--- src/rtl/serial_word_shifter_if.sv ---
// Handshake and serial-stream bundle between a word source and serial_word_shifter.
// The master loads words; the slave (the shifter) presents them bit by bit.
interface serial_word_shifter_if #(
  parameter int NBITS = 8
);
  localparam int IW = $clog2(NBITS + 1);

  logic [NBITS-1:0] din;
  logic             load;
  logic             ready;
  logic             serial_out;
  logic             bit_valid;
  logic [IW-1:0]    bit_idx;
  logic             done;

  modport master (
    output din, load,
    input  ready, serial_out, bit_valid, bit_idx, done
  );

  modport slave (
    input  din, load,
    output ready, serial_out, bit_valid, bit_idx, done
  );
endinterface

--- src/rtl/serial_word_shifter.sv ---
// Parallel-to-serial stage: takes an NBITS word on load/ready and shifts it out LSB first.
// Optional even-parity trailer bit when SERIAL_PARITY_EN is defined.
//
// state  | meaning
// IDLE   | waiting for load; ready=1; done pulses here for one cycle after a word
// SHIFT  | data bits 0..NBITS-1 on serial_out
// PARITY | parity bit on serial_out (SERIAL_PARITY_EN only)
module serial_word_shifter #(
  parameter int NBITS      = 8,
  parameter bit IDLE_LEVEL = 1'b0
) (
  input  logic                 clk_2,
  input  logic                 reset,
  serial_word_shifter_if.slave bus
);
  localparam int              IW       = $clog2(NBITS + 1);
  localparam logic [IW-1:0]   LAST_IDX = IW'(NBITS - 1);

`ifdef SERIAL_PARITY_EN
  typedef enum logic [1:0] {IDLE, SHIFT, PARITY} state_t;
`else
  typedef enum logic [1:0] {IDLE, SHIFT} state_t;
`endif

  state_t           state, state_nxt;
  logic [NBITS-1:0] shreg, shreg_nxt;
  logic             serial_q, serial_nxt;
  logic             valid_q, valid_nxt;
  logic [IW-1:0]    idx_q, idx_nxt;
  logic             done_q, done_nxt;
`ifdef SERIAL_PARITY_EN
  logic             parity_q, parity_nxt;
`endif

  always_ff @(posedge clk_2 or posedge reset) begin
    if (reset) begin
      state    <= IDLE;
      shreg    <= '0;
      serial_q <= IDLE_LEVEL;
      valid_q  <= 1'b0;
      idx_q    <= '0;
      done_q   <= 1'b0;
`ifdef SERIAL_PARITY_EN
      parity_q <= 1'b0;
`endif
    end else begin
      state    <= state_nxt;
      shreg    <= shreg_nxt;
      serial_q <= serial_nxt;
      valid_q  <= valid_nxt;
      idx_q    <= idx_nxt;
      done_q   <= done_nxt;
`ifdef SERIAL_PARITY_EN
      parity_q <= parity_nxt;
`endif
    end
  end

  always_comb begin
    state_nxt  = state;
    shreg_nxt  = shreg;
    serial_nxt = serial_q;
    valid_nxt  = valid_q;
    idx_nxt    = idx_q;
    done_nxt   = 1'b0;
`ifdef SERIAL_PARITY_EN
    parity_nxt = parity_q;
`endif
    case (state)
      IDLE: begin
        if (bus.load) begin
          serial_nxt = bus.din[0];
          valid_nxt  = 1'b1;
          idx_nxt    = '0;
          shreg_nxt  = bus.din >> 1;
          state_nxt  = SHIFT;
`ifdef SERIAL_PARITY_EN
          parity_nxt = ^bus.din;
`endif
        end
      end
      SHIFT: begin
        if (idx_q != LAST_IDX) begin
          serial_nxt = shreg[0];
          shreg_nxt  = shreg >> 1;
          idx_nxt    = idx_q + 1'b1;
        end else begin
`ifdef SERIAL_PARITY_EN
          serial_nxt = parity_q;
          valid_nxt  = 1'b1;
          idx_nxt    = IW'(NBITS);
          state_nxt  = PARITY;
`else
          serial_nxt = IDLE_LEVEL;
          valid_nxt  = 1'b0;
          idx_nxt    = '0;
          done_nxt   = 1'b1;
          state_nxt  = IDLE;
`endif
        end
      end
`ifdef SERIAL_PARITY_EN
      PARITY: begin
        serial_nxt = IDLE_LEVEL;
        valid_nxt  = 1'b0;
        idx_nxt    = '0;
        done_nxt   = 1'b1;
        state_nxt  = IDLE;
      end
`endif
      default: begin
        state_nxt = IDLE;
      end
    endcase
  end

  // ready is the only combinational output so a load in the done cycle is accepted
  assign bus.ready      = (state == IDLE);
  assign bus.serial_out = serial_q;
  assign bus.bit_valid  = valid_q;
  assign bus.bit_idx    = idx_q;
  assign bus.done       = done_q;
endmodule
--- src/flat_wrapper.sv ---
// flat-port wrapper written by rule: the top's interface ports become plain ports
module serial_word_shifter_flat 
#(
  parameter int NBITS      = 8,
  parameter bit IDLE_LEVEL = 1'b0
)
  (clk_2, reset, bus_din, bus_load, bus_ready, bus_serial_out, bus_bit_valid, bus_bit_idx, bus_done);
  serial_word_shifter_if #(.NBITS(NBITS)) bus_i ();
  input  logic clk_2;
  input  logic reset;
  input wire logic [$bits(bus_i.din)-1:0] bus_din;
  input wire logic [$bits(bus_i.load)-1:0] bus_load;
  output wire logic [$bits(bus_i.ready)-1:0] bus_ready;
  output wire logic [$bits(bus_i.serial_out)-1:0] bus_serial_out;
  output wire logic [$bits(bus_i.bit_valid)-1:0] bus_bit_valid;
  output wire logic [$bits(bus_i.bit_idx)-1:0] bus_bit_idx;
  output wire logic [$bits(bus_i.done)-1:0] bus_done;
  assign bus_i.din = bus_din;
  assign bus_i.load = bus_load;
  assign bus_ready = bus_i.ready;
  assign bus_serial_out = bus_i.serial_out;
  assign bus_bit_valid = bus_i.bit_valid;
  assign bus_bit_idx = bus_i.bit_idx;
  assign bus_done = bus_i.done;
  serial_word_shifter #(.NBITS(NBITS), .IDLE_LEVEL(IDLE_LEVEL)) u_core (.clk_2(clk_2), .reset(reset), .bus(bus_i));
endmodule
--- config.mk ---
export PLATFORM = sky130hd
export DESIGN_NAME = serial_word_shifter_flat
export DESIGN_NICKNAME = d
export VERILOG_FILES = /design/src/rtl/serial_word_shifter_if.sv /design/src/rtl/serial_word_shifter.sv /design/src/flat_wrapper.sv
export SDC_FILE = /design/constraint.sdc
export NUM_CORES = 1
export LEC_CHECK = 0
export BUFFER_PORTS_ARGS = -buffer_cell sky130_fd_sc_hd__buf_4
export CORE_UTILIZATION = 30
export CTS_CLUSTER_SIZE = 30
export DETAILED_ROUTE_END_ITERATION = 10
export PLACE_DENSITY = 0.48
export SETUP_SLACK_MARGIN = 0.3
export SLEW_MARGIN = 40
export SYNTH_ARGS = -nofsm -noshare
export SYNTH_HDL_FRONTEND = slang
export SYNTH_SLANG_ARGS = --single-unit
--- constraint.sdc ---
create_clock -name clk_2 -period 2.15 [get_ports clk_2]
set_input_delay 0.5375 -clock clk_2 [delete_from_list [all_inputs] [get_ports clk_2]]
set_output_delay 0.5375 -clock clk_2 [all_outputs]
set_load 0.02 [all_outputs]
==> results of run 1 <==
==> path summary, 6_finish.rpt <==
kind,start,end,slack [ps],depth (start not counted)
max in group asynchronous,reset,u_core.state[0],1460,2
worst min-delay path,reset,u_core.shreg[2],300,2
worst max register to register,u_core.bus.bit_idx[0],u_core.shreg[3],560,4
worst max-delay path,u_core.state[0],bus_ready,440,2
worst min register to register,u_core.shreg[4],u_core.shreg[4],510,1
min in group clk_2,u_core.shreg[4],u_core.shreg[4],510,1
==> metal layers <==
layer  GRT usage (%)  share of wire [%]  up-vias
li1                -                  -      226
met1           15.71                 51      210
met2           16.67                 42       12
met3           4.012                5.3        4
met4           7.143                1.3        0
met5               0                  0        -
==> power groups by stage <==
stage,Sequential [mW],Clock (mW),Combinational (mW)
2_1_floorplan,0.520,0,0.424
3_3_place_gp,0.494,0,0.630
3_5_place_dp,0.491,0,0.627
4_1_cts,0.489,0.154,0.629
5_1_grt,0.514,0.166,0.673
6_report,0.489,0.145,0.620
==> critical path: stages (launching register included) <==
cell and delay [ps]:
dfrtp_2 540, inv_1 170, buf_4 190
==> flip-flops by register name, indices dropped and copies added (netlist names) <==
register               count
u_core.state               1
u_core.shreg               7
u_core.bus.bit_idx         4
u_core.bus.serial_out      1
u_core.bus.done            1
==> synthesized netlist by cell type <==
master / instances
mux2_2: 6
a2111oi_0: 1
and4b_1: 1
nand2_1: 6
a311o_1: 1
dfrtp_1: 14
xnor2_1: 1
mux2_4: 6
nor2_8: 1
and2_1: 1
o21ai_0: 3
inv_1: 2
o22ai_1: 2
mux2i_1: 2
nor2_2: 1
buf_6: 1
nand3_1: 1
buf_2: 1
ha_1: 1
==> cells in the final DEF, fill, tap and decap left out, drive strengths merged, types with 2 or more instances in the layout <==
master | netlist | routed
inv | 2 | 2
clkbuf | 0 | 3
nor2 | 2 | 2
o21ai | 3 | 3
dfrtp | 14 | 14
buf | 2 | 18
mux2 | 12 | 12
mux2i | 2 | 2
nand2 | 6 | 6
o22ai | 2 | 2
==> per-stage QoR <==
stage	std cells	utilization [%]	instance area (sq um)	setup WS, ps	hold WS [ps]
global route	98	41.99	865.8	339.5	342.1
global placement	95	40.84	842.1	568.0	499.0
CTS	98	41.99	865.8	401.5	313.0
floorplan	52	-	689.4	545.6	426.7
finish	98	41.99	865.8	435.3	301.1
detailed placement	95	40.84	842.1	519.0	491.9
==> layout make-up <==
type / instances / area (sq um) / area share (%)
clock buffers: 3 / 22.52 / 2.601
flip-flops and latches: 14 / 351.6 / 40.61
well taps: 27 / 33.78 / 3.902
inverters: 2 / 7.507 / 0.8671
multi-input cells: 34 / 315.3 / 36.42
repair buffers: 18 / 135.1 / 15.61
==> kinds of logic (layout without fill, tap and decap cells) <==
family | Yosys count | count (layout)
compound gates | 7 | 7
mux | 14 | 14
flops | 14 | 14
simple gates | 11 | 11
xor+xnor | 1 | 1
buf+inv | 4 | 23
fa+ha+maj | 1 | 1
==> flow_metrics.py, run 1 <==
metrics = {
    "pwr": {
        "clock_power_share_pct": 11.6,
        "combPwrFrac_pct": 49.4,
        "power.internal_mw": 0.7914,
        "design_power_total_mw": 1.254,
        "power.net_switching_mw": 0.4622,
        "seq_power_share_pct": 39.0,
        "power_density_nw_per_um2": 1448,
        "power.switching_fraction_pct": 36.87,
        "peakVddDrop_uv": 505.2,
        "total_leakage_power_nw": 0.4391,
    },
    "timing": {
        "rsz0062_at_grt": "no",
        "worst_clock_skew_ps": 1.179,
        "final.min_clock_period_ps": 1715,
        "tns_ps": 0,
        "final_hold_viol_count": 0,
        "post-route-period-util_pct": 79.76,
        "maxClockFrequency_ghz": 0.5832,
        "setup_viol_count_final": 0,
        "timing.final.max_slew_violations": 0,
        "relSlewSlack_pct": 64.08,
        "timing_worst_slew_pin_value_ps": 538.1,
    },
    "logic_synthesis": {
        "synthesis.nets": 64,
        "ys_seq_area_share_pct": 50.82,
        "synth_adder_area_share_pct": 1.815,
        "netlist.area_leader.share_pct": 50.82,
        "ys_top_cells_by_area": "dfrtp_1, mux2_4, mux2_2",
        "main_combinational_cell_family_by_area_after_synthesis": "multiplexers",
        "synth_simple_gate_area_share_pct": 10.16,
        "synth_top_cell_by_area": "dfrtp_1",
        "synth_compound_area_share_pct": 6.715,
        "synth.yosys.warnings": 0,
        "postSynthRegisterBits": 14,
        "muxShareOfSynthArea_pct": 25.77,
        "synthesis.area_per_instance_sq_um": 13.26,
        "yosys.cell_types.count": 19,
        "synth_xor_area_share_pct": 1.270,
        "synth_cells": 52,
        "synthesis.area_sq_um": 689.4,
    },
    "clocking": {
        "cts_tree": "yes",
        "cts_hold_buffers": 0,
        "clk-insertion-delay-late_ps": 270,
        "cts.path.max_buffers": 2,
        "clkSlewWorstSetupHoldPaths_ps": 80,
        "post_cts.repair.setup_buffers": 0,
        "htreeDepth": 1,
        "numCtsBuffers": 3,
        "clockRootBuffer": "clkbuf_4",
        "clock-sinks": 14,
        "ctsResizeCount": 1,
    },
    "floorplan": {
        "initial_standard_cell_utilization_of_the_core_pct": 33.43,
        "rows": 16,
        "die_area_sq_um": 2494,
        "die-height_um": 49.94,
        "die_width_um": 49.94,
        "floorplan.core_area_sq_um": 2062,
        "ios": 19,
    },
    "min_path": {
        "min-delay-path-class": "input pin to asynchronous set/reset pin",
    },
    "status": {
        "status": "finished clean",
    },
    "drt": {
        "avgViaCountPerCell": 4.612,
        "drtAntennaViolNets": 0,
        "via_count_of_the_routed_design": 452,
        "wl_per_cell_um": 12.24,
        "route.detailed.drc": 0,
        "firstDrtPassIters": 3,
        "drtIter0Drc": 3,
        "drt_wl_total_mm": 1.200,
    },
    "cells_and_area": {
        "area.growth.synth_to_final_pct": 25.59,
        "antenna_cells_inserted": 0,
        "drive_gt1_share_pct": 50.70,
        "nets": 85,
        "filler_cell_count": 222,
    },
    "setup_path": {
        "criticalPathCategory": "flip-flop to primary output",
        "setup.worst_path.start_class": "flip-flop",
        "setup.worst_path.end_class": "primary output",
        "critical_path.max_fanout": 15,
        "critPathArrivalTime_ps": 1180,
        "required_worst_endpoint_ps": 1610,
    },
    "global_routing": {
        "grt_first_pass_wirelength_mm": 2.152,
        "grt_overflow_total": 0,
        "number_of_global_route_vias_before_repair": 482,
        "grt_max_degree": 16,
        "antenna_found_initial": 0,
        "grt.total_usage_pct": 11.93,
    },
    "placed_design": {
        "gpl.final_weighted_congestion": 0.7003,
        "hpwlAfterDp_um": 869.1,
        "buffer_ports.inserted": 18,
    },
    "flow_run": {
        "drv.max_cap_violation_count": 0,
    },
}
Note: power is estimated with default switching activity, not from simulation.
==> inputs of run 2 (changes only) <==
clock period = 1.6 ns   (was 2.15 ns; I/O delays follow)
==> flow_metrics.py, run 2 (synthesis results as in run 1) <==
metrics = {
    "cells_and_area": {
        "largest_register_ff_count": 7,
        "most_common_library_cell_in_the_layout_ignoring_fill_and_taps": "buf_4",
        "top_register_by_number_of_flip_flops": "u_core.shreg",
        "nets": 99,
        "antenna_cells_inserted": 0,
        "finish.instance_area_sq_um": 1049,
        "filler_cell_count": 185,
        "layoutNonFillerInstCount": 113,
        "highest_count_cells_in_the_layout_ignoring_fill_and_taps": "buf_4, dfrtp_1, nand2_1, mux2_2, mux2_4",
        "drive_gt1_share_pct": 66.28,
        "area.growth.synth_to_final_pct": 52.09,
    },
    "drt": {
        "route.detailed.drc": 0,
        "avgViaCountPerCell": 4.619,
        "via_count_of_the_routed_design": 522,
        "drt_wl_total_mm": 1.427,
        "wl_per_cell_um": 12.63,
        "drtAntennaViolNets": 0,
        "firstDrtPassIters": 4,
        "drtIter0Drc": 2,
    },
    "global_routing": {
        "grt_first_pass_wirelength_mm": 2.263,
        "grt_max_degree": 15,
        "grt_overflow_total": 0,
        "antenna_found_initial": 0,
        "number_of_global_route_vias_before_repair": 495,
        "grt.total_usage_pct": 13.01,
    },
    "clocking": {
        "clk-insertion-delay-late_ps": 280,
        "clockRootBuffer": "clkbuf_4",
        "clkSlewWorstSetupHoldPaths_ps": 90,
        "htreeDepth": 1,
        "cts_tree": "yes",
        "clock-sinks": 14,
        "cts.path.max_buffers": 2,
        "numCtsBuffers": 3,
        "cts_hold_buffers": 0,
    },
    "setup_path": {
        "critical_path.max_fanout": 7,
        "timing.critical_path.slowest_cell_delay_ps": 440,
        "timing.reg2reg.worst_path_depth": 4,
        "worst-path-buf-inv": 0,
        "setup.worst_path.end_class": "flip-flop",
        "setup.worst_path.start_class": "flip-flop",
        "required_worst_endpoint_ps": 1770,
        "critPathArrivalTime_ps": 1620,
        "reg2reg_from": "u_core.bus.bit_idx[0]",
        "reg2reg_setup_slack_ps": 160,
        "crit_path_cell_trace": "ha_4, and4b_2, nor2_8, mux2_4",
        "criticalPathCategory": "flip-flop to flip-flop",
        "critPathSlowestCell": "dfrtp_2",
        "timing.rr.end": "u_core.shreg[0]",
        "path_delay_family": "flip-flops",
    },
    "placed_design": {
        "hpwlAfterDp_um": 955.8,
        "placement_cell_area_sq_um": 887.1,
        "gpl.final_weighted_congestion": 0.6948,
        "buffer_ports.inserted": 18,
        "post-place-cells": 99,
    },
    "floorplan": {
        "floorplan.core_area_sq_um": 2062,
        "die-height_um": 49.94,
        "initial_standard_cell_utilization_of_the_core_pct": 33.43,
        "ios": 19,
        "die_width_um": 49.94,
        "rows": 16,
        "die_area_sq_um": 2494,
    },
    "timing": {
        "worst_clock_skew_ps": 3.067,
        "rsz0062_at_grt": "yes",
        "timing_worst_slew_pin_value_ps": 538.0,
        "timing.final.max_slew_violations": 0,
        "hold_slack_ps": 152.4,
        "final.min_clock_period_ps": 1442,
        "relSlewSlack_pct": 64.10,
        "maxClockFrequency_ghz": 0.6934,
        "post-route-period-util_pct": 90.14,
        "final_hold_viol_count": 0,
        "tns_ps": 0,
        "setup_viol_count_final": 0,
    },
    "flow_run": {
        "drv.max_cap_violation_count": 0,
    },
    "pwr": {
        "total_leakage_power_nw": 0.5194,
        "design_power_total_mw": 2.172,
        "power_density_nw_per_um2": 2071,
        "peakVddDrop_uv": 873.2,
    },
    "status": {
        "status": "finished clean",
    },
    "min_path": {
        "min-delay-path-class": "input pin to asynchronous set/reset pin",
    },
}
[run 2: routing by layer]
metal	wire [um]	track usage (%)	part of all wire [%]	vias up
met2	649	18.47	45	13
met4	28	7.143	2.0	0
li1	-	-	-	256
met5	0	0	0	-
met1	685	16.38	48	249
met3	63	5.556	4.4	4
[run 2: repair_timing]
action | CTS | global route
pin swaps | 2 | 1
buffers inserted | 4 | 6
gates cloned | 0 | 0
gates resized for setup | 8 | 5
endpoints found under the setup margin | 11 | 14
[run 2: area by class of cell]
class / instances / area (sq um) / share of cell area [%]
timing repair buffer: 32 / 259.0 / 24.70
clock buffer: 4 / 36.28 / 3.461
multi-input combinational: 34 / 354.1 / 33.77
inverter: 2 / 12.51 / 1.193
sequential: 14 / 352.8 / 33.65
tap: 27 / 33.78 / 3.222
[run 2: where the power goes]
group	switching [mW]	total, mW	leakage, nW	internal [mW]
Combinational	0.544	1.30	0.323	0.756
Clock	0.118	0.257	0.0210	0.139
Sequential	0.109	0.615	0.175	0.506
[run 2: metrics by stage]
step | utilization [%] | setup slack [ps]
after floorplan | - | 66.37
after global placement | 43.02 | 116.4
after detailed placement | 43.02 | 106.5
after CTS | 47.33 | 150.4
after global routing | 50.85 | 102.8
final | 50.85 | 157.8
[run 2: worst register-to-register path: cells and delay by family (launching register included)]
kind	cells	cell delay (ps)
multiplexers	1	320
flip-flops	1	440
adder cells (fa/ha/maj)	1	160
AND/OR/NAND/NOR	2	420
[run 2: how the worst max path moves through the flow]
| stage | startpoint | endpoint | slack, ps | cells after the start |
|---|---|---|---|---|
| floorplan | u_core.bus.bit_idx[1] | u_core.shreg[0] | 70 | 5 |
| global placement | u_core.bus.bit_idx[0] | u_core.shreg[2] | 120 | 4 |
| detailed placement | u_core.bus.bit_idx[1] | u_core.shreg[1] | 110 | 4 |
| CTS | u_core.bus.bit_idx[0] | u_core.shreg[3] | 150 | 4 |
| global route | u_core.bus.bit_idx[0] | u_core.shreg[3] | 100 | 4 |
| finish | u_core.bus.bit_idx[0] | u_core.shreg[0] | 160 | 4 |
==> inputs of run 3 (changes only) <==
ABC_CLOCK_PERIOD_IN_PS = 1650   (was unset)
clock period = 1.65 ns   (was 1.6 ns; I/O delays follow)
==> flow_metrics.py, run 3 (synthesis results as in run 1) <==
metrics = {
    "clocking": {
        "clkSlewWorstSetupHoldPaths_ps": 90,
        "clockRootBuffer": "clkbuf_4",
        "cts_tree": "yes",
        "numCtsBuffers": 3,
        "clk-insertion-delay-late_ps": 280,
        "cts.path.max_buffers": 2,
        "htreeDepth": 1,
        "clock-sinks": 14,
        "cts_hold_buffers": 0,
    },
    "drt": {
        "drtIter0Drc": 4,
        "via_count_of_the_routed_design": 516,
        "drt_wl_total_mm": 1.478,
        "route.detailed.drc": 0,
        "firstDrtPassIters": 3,
        "wl_per_cell_um": 13.08,
        "drtAntennaViolNets": 0,
        "avgViaCountPerCell": 4.566,
    },
    "timing": {
        "post-route-period-util_pct": 88.68,
        "rsz0062_at_grt": "yes",
        "relSlewSlack_pct": 64.80,
        "timing.final.max_slew_violations": 0,
        "setup_viol_count_final": 0,
        "tns_ps": 0,
        "worst_clock_skew_ps": 7.556,
        "timing_worst_slew_pin_value_ps": 527.5,
        "final_hold_viol_count": 0,
        "maxClockFrequency_ghz": 0.6834,
        "final.min_clock_period_ps": 1463,
    },
    "global_routing": {
        "antenna_found_initial": 0,
        "grt_first_pass_wirelength_mm": 2.497,
        "gr-max-usage-layer": "met2",
        "grt.total_usage_pct": 13.71,
        "grt_overflow_total": 0,
        "number_of_global_route_vias_before_repair": 541,
        "grtUsageMet2_pct": 22.07,
        "grt_util_met1_pct": 16.96,
        "grtUsageMet3_pct": 4.012,
        "grt_max_degree": 15,
    },
    "setup_path": {
        "startpoint": "u_core.bus.bit_idx[1]",
        "setup.worst_path.end_class": "flip-flop",
        "reg2reg_from": "u_core.bus.bit_idx[1]",
        "criticalPathCategory": "flip-flop to flip-flop",
        "timing.critical_path.to": "u_core.shreg[3]",
        "timing.rr.end": "u_core.shreg[3]",
        "setup.worst_path.start_class": "flip-flop",
        "critical_path.max_fanout": 7,
        "reg2reg_setup_slack_ps": 190,
        "required_worst_endpoint_ps": 1820,
        "critPathArrivalTime_ps": 1630,
        "timing.reg2reg.worst_path_depth": 4,
    },
    "cells_and_area": {
        "area.growth.synth_to_final_pct": 48.82,
        "antenna_cells_inserted": 0,
        "top_register_by_number_of_flip_flops": "u_core.shreg",
        "finish.instance_area_sq_um": 1026,
        "drive_gt1_share_pct": 62.79,
        "most_common_library_cell_in_the_layout_ignoring_fill_and_taps": "buf_4",
        "highest_count_cells_in_the_layout_ignoring_fill_and_taps": "buf_4, dfrtp_1, buf_6",
        "filler_cell_count": 187,
        "nets": 99,
        "largest_register_ff_count": 7,
    },
    "placed_design": {
        "gpl.final_weighted_congestion": 0.7311,
        "placement_cell_area_sq_um": 879.6,
        "hpwlAfterDp_mm": 1.033,
        "buffer_ports.inserted": 18,
    },
    "pwr": {
        "clock_power_share_pct": 10.1,
        "combPwrFrac_pct": 61.0,
        "seq_power_share_pct": 29.0,
        "power.net_switching_mw": 0.7181,
        "design_power_total_mw": 2.037,
        "power_density_nw_per_um2": 1986,
        "total_leakage_power_nw": 0.5121,
        "peakVddDrop_uv": 993.2,
        "power.internal_mw": 1.319,
        "power.switching_fraction_pct": 35.25,
    },
    "flow_run": {
        "drv.max_cap_violation_count": 0,
    },
    "floorplan": {
        "rows": 16,
        "die-height_um": 49.94,
        "floorplan.core_area_sq_um": 2062,
        "die_area_sq_um": 2494,
        "die_width_um": 49.94,
        "initial_standard_cell_utilization_of_the_core_pct": 33.43,
        "ios": 19,
    },
    "min_path": {
        "min-delay-path-class": "input pin to asynchronous set/reset pin",
    },
    "status": {
        "status": "finished clean",
    },
}
==> run 3: cell types whose count changed in the layout (fill, tap and decap cells not counted) <==
cell,before,now
a2111oi_1,0,1
a2111oi_4,1,0
clkbuf_8,1,0
buf_4,27,24
o22ai_1,1,2
clkbuf_1,0,1
o22ai_2,1,0
buf_6,5,8
==> run 3: layout make-up <==
class,instances,area [sq um],share of cell area [%]
repair buffers,32,270.3,26.34
well taps,27,33.78,3.293
clock buffers,4,26.28,2.561
flip-flops and latches,14,352.8,34.39
multi-input cells,34,330.3,32.20
inverters,2,12.51,1.220
==> run 3: power groups by stage <==
stage / sequential, mW / combinational, mW / clock (mW)
2_1_floorplan: 0.695 / 0.564 / 0
3_3_place_gp: 0.604 / 0.957 / 0
3_5_place_dp: 0.604 / 0.959 / 0
4_1_cts: 0.587 / 1.15 / 0.214
5_1_grt: 0.612 / 1.34 / 0.230
6_report: 0.590 / 1.24 / 0.205
==> run 3: worst max-delay path, stage by stage, from the launching register on <==
cell and delay, ps:
dfrtp_2 430, ha_4 160, and4b_2 250, nor2_8 180, mux2_4 320
==> run 3: through the flow <==
step / setup slack (ps) / hold slack (ps) / instances / util, %
final: 186.7 / 162.1 / 113 / 49.76
after global placement: 126.4 / 491.3 / 98 / 42.66
after CTS: 169.5 / 177.7 / 109 / 47.57
after detailed placement: 88.07 / 490.9 / 98 / 42.66
after global routing: 140.5 / 208.0 / 113 / 49.76
after floorplan: 116.4 / 301.6 / 52 / -
==> run 3: worst min path at each step <==
stage                               start               endpoint  slack [ps]  cells past startpoint
after CTS                           reset        u_core.shreg[3]         180                      2
after global placement    u_core.shreg[3]        u_core.shreg[3]         490                      1
final                               reset        u_core.shreg[3]         160                      2
after floorplan                     reset  u_core.bus.bit_idx[2]         300                      1
after detailed placement            reset        u_core.shreg[5]         490                      2
after global routing                reset  u_core.bus.bit_idx[3]         210                      2
==> run 3: routing by layer <==
| metal | up-vias | part of all wire (%) |
|---|---|---|
| met5 | - | 0 |
| met4 | 0 | 0.95 |
| met3 | 2 | 4.7 |
| met2 | 11 | 48 |
| met1 | 250 | 46 |
| li1 | 253 | - |
==> run 3: repair_timing <==
item | CTS | global route
setup endpoints to repair | 9 | 12
pin swaps | 2 | 0
resized for setup | 8 | 5
cloned | 0 | 0
setup buffers | 7 | 4
